## src/rtl/channel_frame_sequencer_if.sv

```systemverilog
// Sample-buffer read port plus AXI-Stream output of the channel frame sequencer.
// master = sequencer side, slave = buffer/downstream side.
interface channel_frame_sequencer_if #(
    parameter int CH_W   = 4,
    parameter int DATA_W = 16
);
    logic              rd_en;
    logic [CH_W-1:0]   rd_addr;
    logic [DATA_W-1:0] rd_data;
    logic [DATA_W-1:0] m_tdata;
    logic [CH_W-1:0]   m_tuser;
    logic              m_tvalid;
    logic              m_tready;
    logic              m_tlast;

    modport master (
        output rd_en, rd_addr, m_tdata, m_tuser, m_tvalid, m_tlast,
        input  rd_data, m_tready
    );

    modport slave (
        input  rd_en, rd_addr, m_tdata, m_tuser, m_tvalid, m_tlast,
        output rd_data, m_tready
    );
endinterface

```

## src/rtl/channel_frame_sequencer.sv

```systemverilog
// Walks enabled channels of a buffered frame in ascending order; 3 cycles/beat, first beat 3 cycles after accept,
// beat held until tready, all outputs registered. CHSEQ_OVERRUN_CNT_EN builds the saturating overrun counter.
module channel_frame_sequencer #(
    parameter int N_CH   = 16,
    parameter int CH_W   = 4,
    parameter int DATA_W = 16
) (
    input  logic                       clk,
    input  logic                       rst,
    input  logic                       frame_start,
    input  logic [N_CH-1:0]            ch_mask,
    channel_frame_sequencer_if.master  m,
    output logic                       busy,
    output logic [15:0]                frame_cnt,
    output logic [7:0]                 overrun_cnt
);
    typedef enum logic [1:0] {IDLE, READ, LOAD, SEND} state_t;

    state_t            state_q, state_d;
    logic [N_CH-1:0]   mask_q, mask_d;
    logic [CH_W-1:0]   ch_q, ch_d;
    logic              rd_en_q, rd_en_d;
    logic [CH_W-1:0]   rd_addr_q, rd_addr_d;
    logic [DATA_W-1:0] tdata_q, tdata_d;
    logic [CH_W-1:0]   tuser_q, tuser_d;
    logic              tvalid_q, tvalid_d;
    logic              tlast_q, tlast_d;
    logic              busy_q, busy_d;
    logic [15:0]       frame_cnt_q, frame_cnt_d;

    logic [CH_W-1:0]   low_ch;
    logic [CH_W-1:0]   above_ch;
    logic              above_vld;

    // Priority searches: lowest channel of the incoming mask, next channel above the current one.
    always_comb begin
        low_ch    = '0;
        above_ch  = '0;
        above_vld = 1'b0;
        for (int i = N_CH - 1; i >= 0; i--) begin
            if (ch_mask[i]) begin
                low_ch = CH_W'(i);
            end
            if (mask_q[i] && (i > int'(ch_q))) begin
                above_ch  = CH_W'(i);
                above_vld = 1'b1;
            end
        end
    end

    always_ff @(posedge clk) begin
        if (rst) begin
            state_q     <= IDLE;
            mask_q      <= '0;
            ch_q        <= '0;
            rd_en_q     <= 1'b0;
            rd_addr_q   <= '0;
            tdata_q     <= '0;
            tuser_q     <= '0;
            tvalid_q    <= 1'b0;
            tlast_q     <= 1'b0;
            busy_q      <= 1'b0;
            frame_cnt_q <= '0;
        end else begin
            state_q     <= state_d;
            mask_q      <= mask_d;
            ch_q        <= ch_d;
            rd_en_q     <= rd_en_d;
            rd_addr_q   <= rd_addr_d;
            tdata_q     <= tdata_d;
            tuser_q     <= tuser_d;
            tvalid_q    <= tvalid_d;
            tlast_q     <= tlast_d;
            busy_q      <= busy_d;
            frame_cnt_q <= frame_cnt_d;
        end
    end

    always_comb begin
        state_d     = state_q;
        mask_d      = mask_q;
        ch_d        = ch_q;
        frame_cnt_d = frame_cnt_q;
        case (state_q)
            IDLE: begin
                // An all-zero mask is not a frame; the strobe is simply dropped.
                if (frame_start && (|ch_mask)) begin
                    mask_d  = ch_mask;
                    ch_d    = low_ch;
                    state_d = READ;
                end
            end
            READ: state_d = LOAD;
            LOAD: state_d = SEND;
            SEND: begin
                if (tvalid_q && m.m_tready) begin
                    if (tlast_q) begin
                        frame_cnt_d = frame_cnt_q + 16'd1;
                        state_d     = IDLE;
                    end else begin
                        ch_d    = above_ch;
                        state_d = READ;
                    end
                end
            end
            default: state_d = IDLE;
        endcase
    end

    // Outputs are derived from the next state so every port comes straight from a flop.
    always_comb begin
        rd_en_d   = (state_d == READ);
        rd_addr_d = (state_d == READ) ? ch_d : rd_addr_q;
        tdata_d   = tdata_q;
        tuser_d   = tuser_q;
        tlast_d   = tlast_q;
        if (state_q == LOAD) begin
            tdata_d = m.rd_data;
            tuser_d = ch_q;
            tlast_d = !above_vld;
        end
        tvalid_d = (state_d == SEND);
        busy_d   = (state_d != IDLE);
    end

`ifdef CHSEQ_OVERRUN_CNT_EN
    logic [7:0] ovr_q, ovr_d;

    always_comb begin
        ovr_d = ovr_q;
        if (frame_start && (state_q != IDLE) && (ovr_q != 8'hFF)) begin
            ovr_d = ovr_q + 8'd1;
        end
    end

    always_ff @(posedge clk) begin
        if (rst) begin
            ovr_q <= '0;
        end else begin
            ovr_q <= ovr_d;
        end
    end

    assign overrun_cnt = ovr_q;
`else
    assign overrun_cnt = 8'd0;
`endif

    assign m.rd_en    = rd_en_q;
    assign m.rd_addr  = rd_addr_q;
    assign m.m_tdata  = tdata_q;
    assign m.m_tuser  = tuser_q;
    assign m.m_tvalid = tvalid_q;
    assign m.m_tlast  = tlast_q;
    assign busy       = busy_q;
    assign frame_cnt  = frame_cnt_q;
endmodule

```

## src/flat_wrapper.sv

```systemverilog
// flat-port wrapper written by rule: the top's interface ports become plain ports
module channel_frame_sequencer_flat 
#(
    parameter int N_CH   = 16,
    parameter int CH_W   = 4,
    parameter int DATA_W = 16
)
  (clk, rst, frame_start, ch_mask, busy, frame_cnt, overrun_cnt, m_rd_en, m_rd_addr, m_m_tdata, m_m_tuser, m_m_tvalid, m_m_tlast, m_rd_data, m_m_tready);
  channel_frame_sequencer_if #(.CH_W(CH_W), .DATA_W(DATA_W)) m_i ();
  input  logic clk;
  input  logic rst;
  input  logic frame_start;
  input  logic [N_CH-1:0] ch_mask;
  output logic busy;
  output logic [15:0] frame_cnt;
  output logic [7:0] overrun_cnt;
  output wire logic [$bits(m_i.rd_en)-1:0] m_rd_en;
  output wire logic [$bits(m_i.rd_addr)-1:0] m_rd_addr;
  output wire logic [$bits(m_i.m_tdata)-1:0] m_m_tdata;
  output wire logic [$bits(m_i.m_tuser)-1:0] m_m_tuser;
  output wire logic [$bits(m_i.m_tvalid)-1:0] m_m_tvalid;
  output wire logic [$bits(m_i.m_tlast)-1:0] m_m_tlast;
  input wire logic [$bits(m_i.rd_data)-1:0] m_rd_data;
  input wire logic [$bits(m_i.m_tready)-1:0] m_m_tready;
  assign m_rd_en = m_i.rd_en;
  assign m_rd_addr = m_i.rd_addr;
  assign m_m_tdata = m_i.m_tdata;
  assign m_m_tuser = m_i.m_tuser;
  assign m_m_tvalid = m_i.m_tvalid;
  assign m_m_tlast = m_i.m_tlast;
  assign m_i.rd_data = m_rd_data;
  assign m_i.m_tready = m_m_tready;
  channel_frame_sequencer #(.N_CH(N_CH), .CH_W(CH_W), .DATA_W(DATA_W)) u_core (.clk(clk), .rst(rst), .frame_start(frame_start), .ch_mask(ch_mask), .m(m_i), .busy(busy), .frame_cnt(frame_cnt), .overrun_cnt(overrun_cnt));
endmodule
```

## config.mk

```make
export PLATFORM = sky130hd
export DESIGN_NAME = channel_frame_sequencer_flat
export DESIGN_NICKNAME = d
export VERILOG_FILES = /design/src/rtl/channel_frame_sequencer_if.sv /design/src/rtl/channel_frame_sequencer.sv /design/src/flat_wrapper.sv
export SDC_FILE = /design/constraint.sdc
export NUM_CORES = 1
export LEC_CHECK = 0
export CORE_AREA = 2 2 65 128
export DETAILED_ROUTE_END_ITERATION = 16
export DIE_AREA = 0 0 67 130
export PLACE_DENSITY = 0.74
export RECOVER_POWER = 100
export SYNTH_ARGS = -nofsm -noshare
export SYNTH_HDL_FRONTEND = slang
export SYNTH_SLANG_ARGS = --single-unit
```

## constraint.sdc

```tcl
create_clock -name clk -period 1.9 [get_ports clk]
set_input_delay 0.285 -clock clk [delete_from_list [all_inputs] [get_ports clk]]
set_output_delay 0.285 -clock clk [all_outputs]
set_load 0.02 [all_outputs]
```

Word-level counts from Yosys, hierarchy flattened

Cells that the tools add are included.

Register bits: 66
Input port bits: 36
Output and inout bits: 52
Logic and storage cells: 109

$add $sub $neg: 1
Magnitude comparators: 15
Equality and inequality tests: 5
Multiplexer cells: 54
Reductions and logical operators: 23

Operators with widths:

| operator                                                            | number |
|---|---|
| 4-bit two-way mux                                                   | 34 |
| 4-bit > comparator, first input constant                            | 8 |
| 1-bit logical AND                                                   | 17 |
| 16-bit by 1-bit adder with 16-bit output, second input constant     | 1 |
| 3-bit by 4-bit > comparator with 1-bit output, first input constant | 4 |
| 1-bit two-way mux                                                   | 16 |
| 16-bit OR reduction                                                 | 1 |
| 2-bit by 4-bit > comparator with 1-bit output, first input constant | 2 |
| 2-bit one-hot mux with 4 select lines                               | 1 |
| 4-bit one-hot mux with 2 select lines                               | 1 |
| 2-bit == test, second input constant                                | 3 |
| 2-bit by 1-bit == test with 1-bit output, second input constant     | 2 |
| 1-bit by 4-bit > comparator with 1-bit output, first input constant | 1 |
| 2-bit two-way mux                                                   | 2 |
| 3-bit AND reduction                                                 | 1 |
| 2-bit logical NOT                                                   | 1 |
| 2-bit AND reduction                                                 | 1 |
| 2-bit nonzero test                                                  | 1 |
| 1-bit logical NOT                                                   | 1 |

Depth between registers and ports, before layout

Word-level depth: 20
Depth in mapped cells: 9

Worst setup path before layout

OpenSTA, ideal clock, no wires.

Path kind: flip-flop to flip-flop
From: reg u_core.state_q[0]
To: reg u_core.rd_addr_q[0], in the netlist u_core.m.rd_addr[0]
Arrival: 1.727 ns
Data required time: 1.812 ns
Slack: 0.085 ns
Cell stages (with the launch flop): 7
Buffers on the path: 0
Path through: dfxtp_1 inv_1 ha_1 nor2_1 or4b_1 a2bb2oi_1 a311oi_2

Longest elaborated chain between the ends: 3
Elaborated cells on any way between the ends: 9
Those cells by class: eq/ne: 4; mux: 4; reduce/logical: 1

RTL lines:

| element                                  | RTL line                       | RTL |
|---|---|---|
| start: declaration                       | channel_frame_sequencer.sv:19  | `state_t state_q, state_d;` |
| start signal: assignment                 | channel_frame_sequencer.sv:65  | `state_q <= state_d;` |
| 2-bit == test (tied with other cells)    | channel_frame_sequencer.sv:84  | `case (state_q)` |
| 2-bit one-hot mux with 4 select lines    | channel_frame_sequencer.sv:84  |  |
| 2-bit by 1-bit == test with 1-bit output | channel_frame_sequencer.sv:113 | `rd_addr_d = (state_d == READ) ? ch_d : rd_addr_q;` |
| end signal: assignment                   | channel_frame_sequencer.sv:69  | `rd_addr_q <= rd_addr_d;` |
| end: declaration                         | channel_frame_sequencer.sv:23  | `logic [CH_W-1:0] rd_addr_q, rd_addr_d;` |

Parallel ways exist; a longest one is shown, timed or not.
A chain may end at the register's enable or synchronous reset.

Worst setup path after layout

Same ends and word-level chain as after synthesis.

==> run_results.csv <==
group,metric,value,unit
timing,rsz0062_at_grt,"false",
synth,synthCells,403,
floorplanning,die_h,130,µm
worst_hold_path,hp-start,"ch_mask[3]",
power,power.leakage,0.002166,µW
drt,post-route-drc-count,0,
critical_path,path_buf_inv,1,
critical_path,r2r_setup_slack,90,ps
timing,drv_slew,0,
cts,hold_buffers,0,
cells_and_area,nets,579,
timing,max_slew.worst_pin.slew,668.1,ps
cts,cts_tree,"yes",
floorplanning,core,0.007828,mm²
placed_design,dp_hpwl,6.630,mm
timing,finalSetupViolCount,0,
drt,drt-initial-drc-count,244,
floorplanning,die_area,0.008710,mm²
worst_hold_path,whs_path_depth,3,
cells_and_area,area_growth,52.13,%
synth,yosysWarnings,0,
global_route,grt_pass1_vias,3242,
synth,synth-seq-area-share,39.26,%
timing,maxSlewHeadroom,55.46,%
critical_path,path_cells,"inv_2, ha_4, nor2_1, or4b_4, a2bb2oi_4, a311oi_2",
floorplanning,fp-row-count,46,
drt,num_vias,3407,
drt,viasPerCell,5.332,
cts,htreeDepth,3,
timing,fin_crit,1814,ps
placed_design,gp_congestion,0.8418,
floorplanning,ios,88,
power,power.density,860.9,mW/mm²
cells_and_area,final_cells,639,
cts,cts_root_buf,"clkbuf_16",
global_route,grt_usage,22.02,%
synth,async_reset_ff_share,0,%
critical_path,slowest_stage,"or4b_4",
cts,clk_latency,340,ps
placed_design,placed_cells_incl_taps,621,
cts,cts_buffers,9,
synth,synth_edf_count,0,
cts,clock_sinks,65,
worst_hold_path,min_path_type,"input port to flop",
drt,wl_per_cell,14.38,µm
global_route,grt_pass1_wl,14.74,mm
synth,avgSynthCellArea,8.224,µm²
drt,first_pass_iters,5,
worst_hold_path,holdPathEnd,"u_core.mask_q[3]",
timing,holdWs,308.2,ps
critical_path,reg2reg_depth,6,
synth,ys_ff_latch,65,
critical_path,worstPathMaxFanout,5,
placed_design,pre_cts_ws,-393.4,ps
floorplanning,start_util,42.34,%
run,drv_cap,0,
cells_and_area,n_antenna_cell,0,
timing,fmax,551.4,MHz
timing,setup_ws,86.33,ps
critical_path,regToRegStartpoint,"u_core.state_q[0]",
critical_path,reg2reg_to,"u_core.m.rd_addr[0]",
drt,antenna_left,0,
critical_path,critical_path.top_delay_family,"simple AND/OR/NAND/NOR gates",
cts,clkSlewWorstSetupHoldPaths,60,ps
cells_and_area,layout_commonest_cell,"dfxtp_1",
cells_and_area,drive_above_1_share,20.44,%
cells_and_area,nFillCells,718,
timing,finClkSkew,2.221,ps
power,vdd_drop_max,0.0006474,V
drt,routed_wl,9.189,mm
status,status,"finished, final reports clean",
critical_path,worstSetupEndpointType,"flop",
cells_and_area,final_cell_mix,"dfxtp_1, buf_4, nor2_1",
critical_path,cp_slowest_stage_delay,490,ps
global_route,overflow,0,
synth,netlist_area,0.003314,mm²
synth,synthFlopType,"dfxtp_1",
cts,clk_path_buf_depth,2,
timing,finalHoldViolCount,0,
floorplanning,die_x,67,µm
global_route,grt_max_degree,27,
synth,synthDistinctLibCells,67,
critical_path,criticalPathCategory,"flop to flop",
critical_path,startpoint_type,"flop",
timing,min_period_over_period,95.46,%
critical_path,crit_arrival,2060,ps
cells_and_area,fin_util,64.42,%
placed_design,numPortBuffers,79,
global_route,antenna_found_initial,0,
critical_path,worstPathRequired,2150,ps
-- synthesized netlist by cell type, types with 2 or more instances --
| library cell | number | area (µm²) |
|---|---|---|
| or3_1 | 2 | 12.51 |
| nor2b_1 | 5 | 31.28 |
| a311oi_1 | 2 | 17.52 |
| o21ai_1 | 2 | 10.01 |
| o21bai_1 | 2 | 15.01 |
| a21boi_0 | 2 | 15.01 |
| a21o_1 | 2 | 15.01 |
| ha_1 | 5 | 62.56 |
| nor4_1 | 2 | 12.51 |
| nand2b_1 | 4 | 25.02 |
| nor3_1 | 5 | 25.02 |
| a21oi_1 | 34 | 170.2 |
| buf_2 | 2 | 10.01 |
| or2_2 | 2 | 12.51 |
| and2_1 | 3 | 18.77 |
| a21boi_1 | 2 | 15.01 |
| o22ai_1 | 4 | 25.02 |
| a22oi_1 | 3 | 22.52 |
| a31oi_1 | 4 | 25.02 |
| nand3_1 | 14 | 70.07 |
| buf_1 | 3 | 11.26 |
| nor2_1 | 54 | 202.7 |
| nand4_1 | 8 | 50.05 |
| and3_1 | 3 | 18.77 |
| xor2_1 | 8 | 70.07 |
| nor4_2 | 2 | 25.02 |
| nand2_1 | 53 | 198.9 |
| mux2i_1 | 20 | 200.2 |
| buf_4 | 11 | 82.58 |
| inv_1 | 15 | 56.30 |
| dfxtp_1 | 65 | 1301 |
| o21a_1 | 2 | 15.01 |
| clkbuf_1 | 10 | 37.54 |
| xnor2_1 | 6 | 52.55 |
| o21ai_0 | 8 | 40.04 |
| o211a_1 | 2 | 20.02 |
| buf_6 | 2 | 22.52 |
-- layer usage --
layer / share of wire, % / up-vias / track usage [%]
met3: 6.7 / 25 / 5.517
li1: - / 1668 / -
met2: 49 / 133 / 36.40
met4: 2.5 / 0 / 10.32
met1: 42 / 1581 / 26.19
met5: 0 / - / 0
-- final cells by class --
class | count | area (µm²) | share of cell area, %
multi-input combinational | 303 | 1922 | 38.11
sequential | 65 | 1314 | 26.05
inverter | 15 | 56.30 | 1.117
tap | 96 | 120.1 | 2.382
clock inverter | 6 | 90.09 | 1.787
timing repair buffer | 144 | 1301 | 25.81
clock buffer | 10 | 239.0 | 4.739
-- report_power, final --
part | leakage, µW | switching (µW) | total, µW | internal (µW)
clock network | 0.000159 | 635 | 1820 | 1190
logic | 0.00148 | 513 | 993 | 480
registers | 0.000531 | 75.6 | 1530 | 1450
-- state kept, by name, indices dropped and copies added (netlist names) --
register           count
u_core.state_q         2
u_core.ch_q            4
u_core.m.m_tvalid      1
u_core.m.rd_addr       4
u_core.m.rd_en         1
u_core.busy            1
u_core.frame_cnt      16
u_core.m.m_tuser       4
u_core.m.m_tlast       1
u_core.mask_q         15
u_core.m.m_tdata      16
-- worst max path at each step --
stage | start | endpoint | slack [ps] | cells after the start
after global placement | ch_mask[4] | u_core.m.rd_addr[0] | -350 | 7
final | u_core.state_q[0] | u_core.m.rd_addr[0] | 90 | 6
after CTS | ch_mask[11] | u_core.m.rd_addr[0] | 7 | 7
after global routing | u_core.ch_q[0] | u_core.m.rd_addr[3] | 6 | 6
after detailed placement | ch_mask[4] | u_core.m.rd_addr[0] | -390 | 7
after floorplan | u_core.state_q[0] | u_core.m.rd_addr[0] | 80 | 6
-- logic make-up after synthesis --
group           Yosys count  synth area share (%)
xor+xnor                 14                 3.700
fa+ha+maj                 5                 1.888
mux                      20                 6.040
buf+inv                  43                 6.644
other cells               1                0.1131
simple gates            167                 24.31
flops                    65                 39.26
compound gates           88                 18.04
-- metrics by stage --
stage	cell area, µm²	TNS (ps)	power (µW)
after floorplan	3341	0	2078
after global placement	4576	-4977	2464
after detailed placement	4576	-5708	2476
after CTS	4985	0	4356
after global routing	5042	0	4521
final	5042	0	4341
-- what timing repair did --
action / 4_1_cts / 5_1_grt
setup endpoints to repair: 9 / 12
setup buffers: 0 / 1
resized for setup: 20 / 25
cloned: 0 / 1
endpoints found under the hold margin: 0 / 0
pin swaps: 4 / 11
-- tightest hold or removal path, stage by stage --
cell and delay (ps):
dlymetal6s2s_1 180, nand2_1 80, a21oi_1 60
Power figures use the tool's default switching activity.
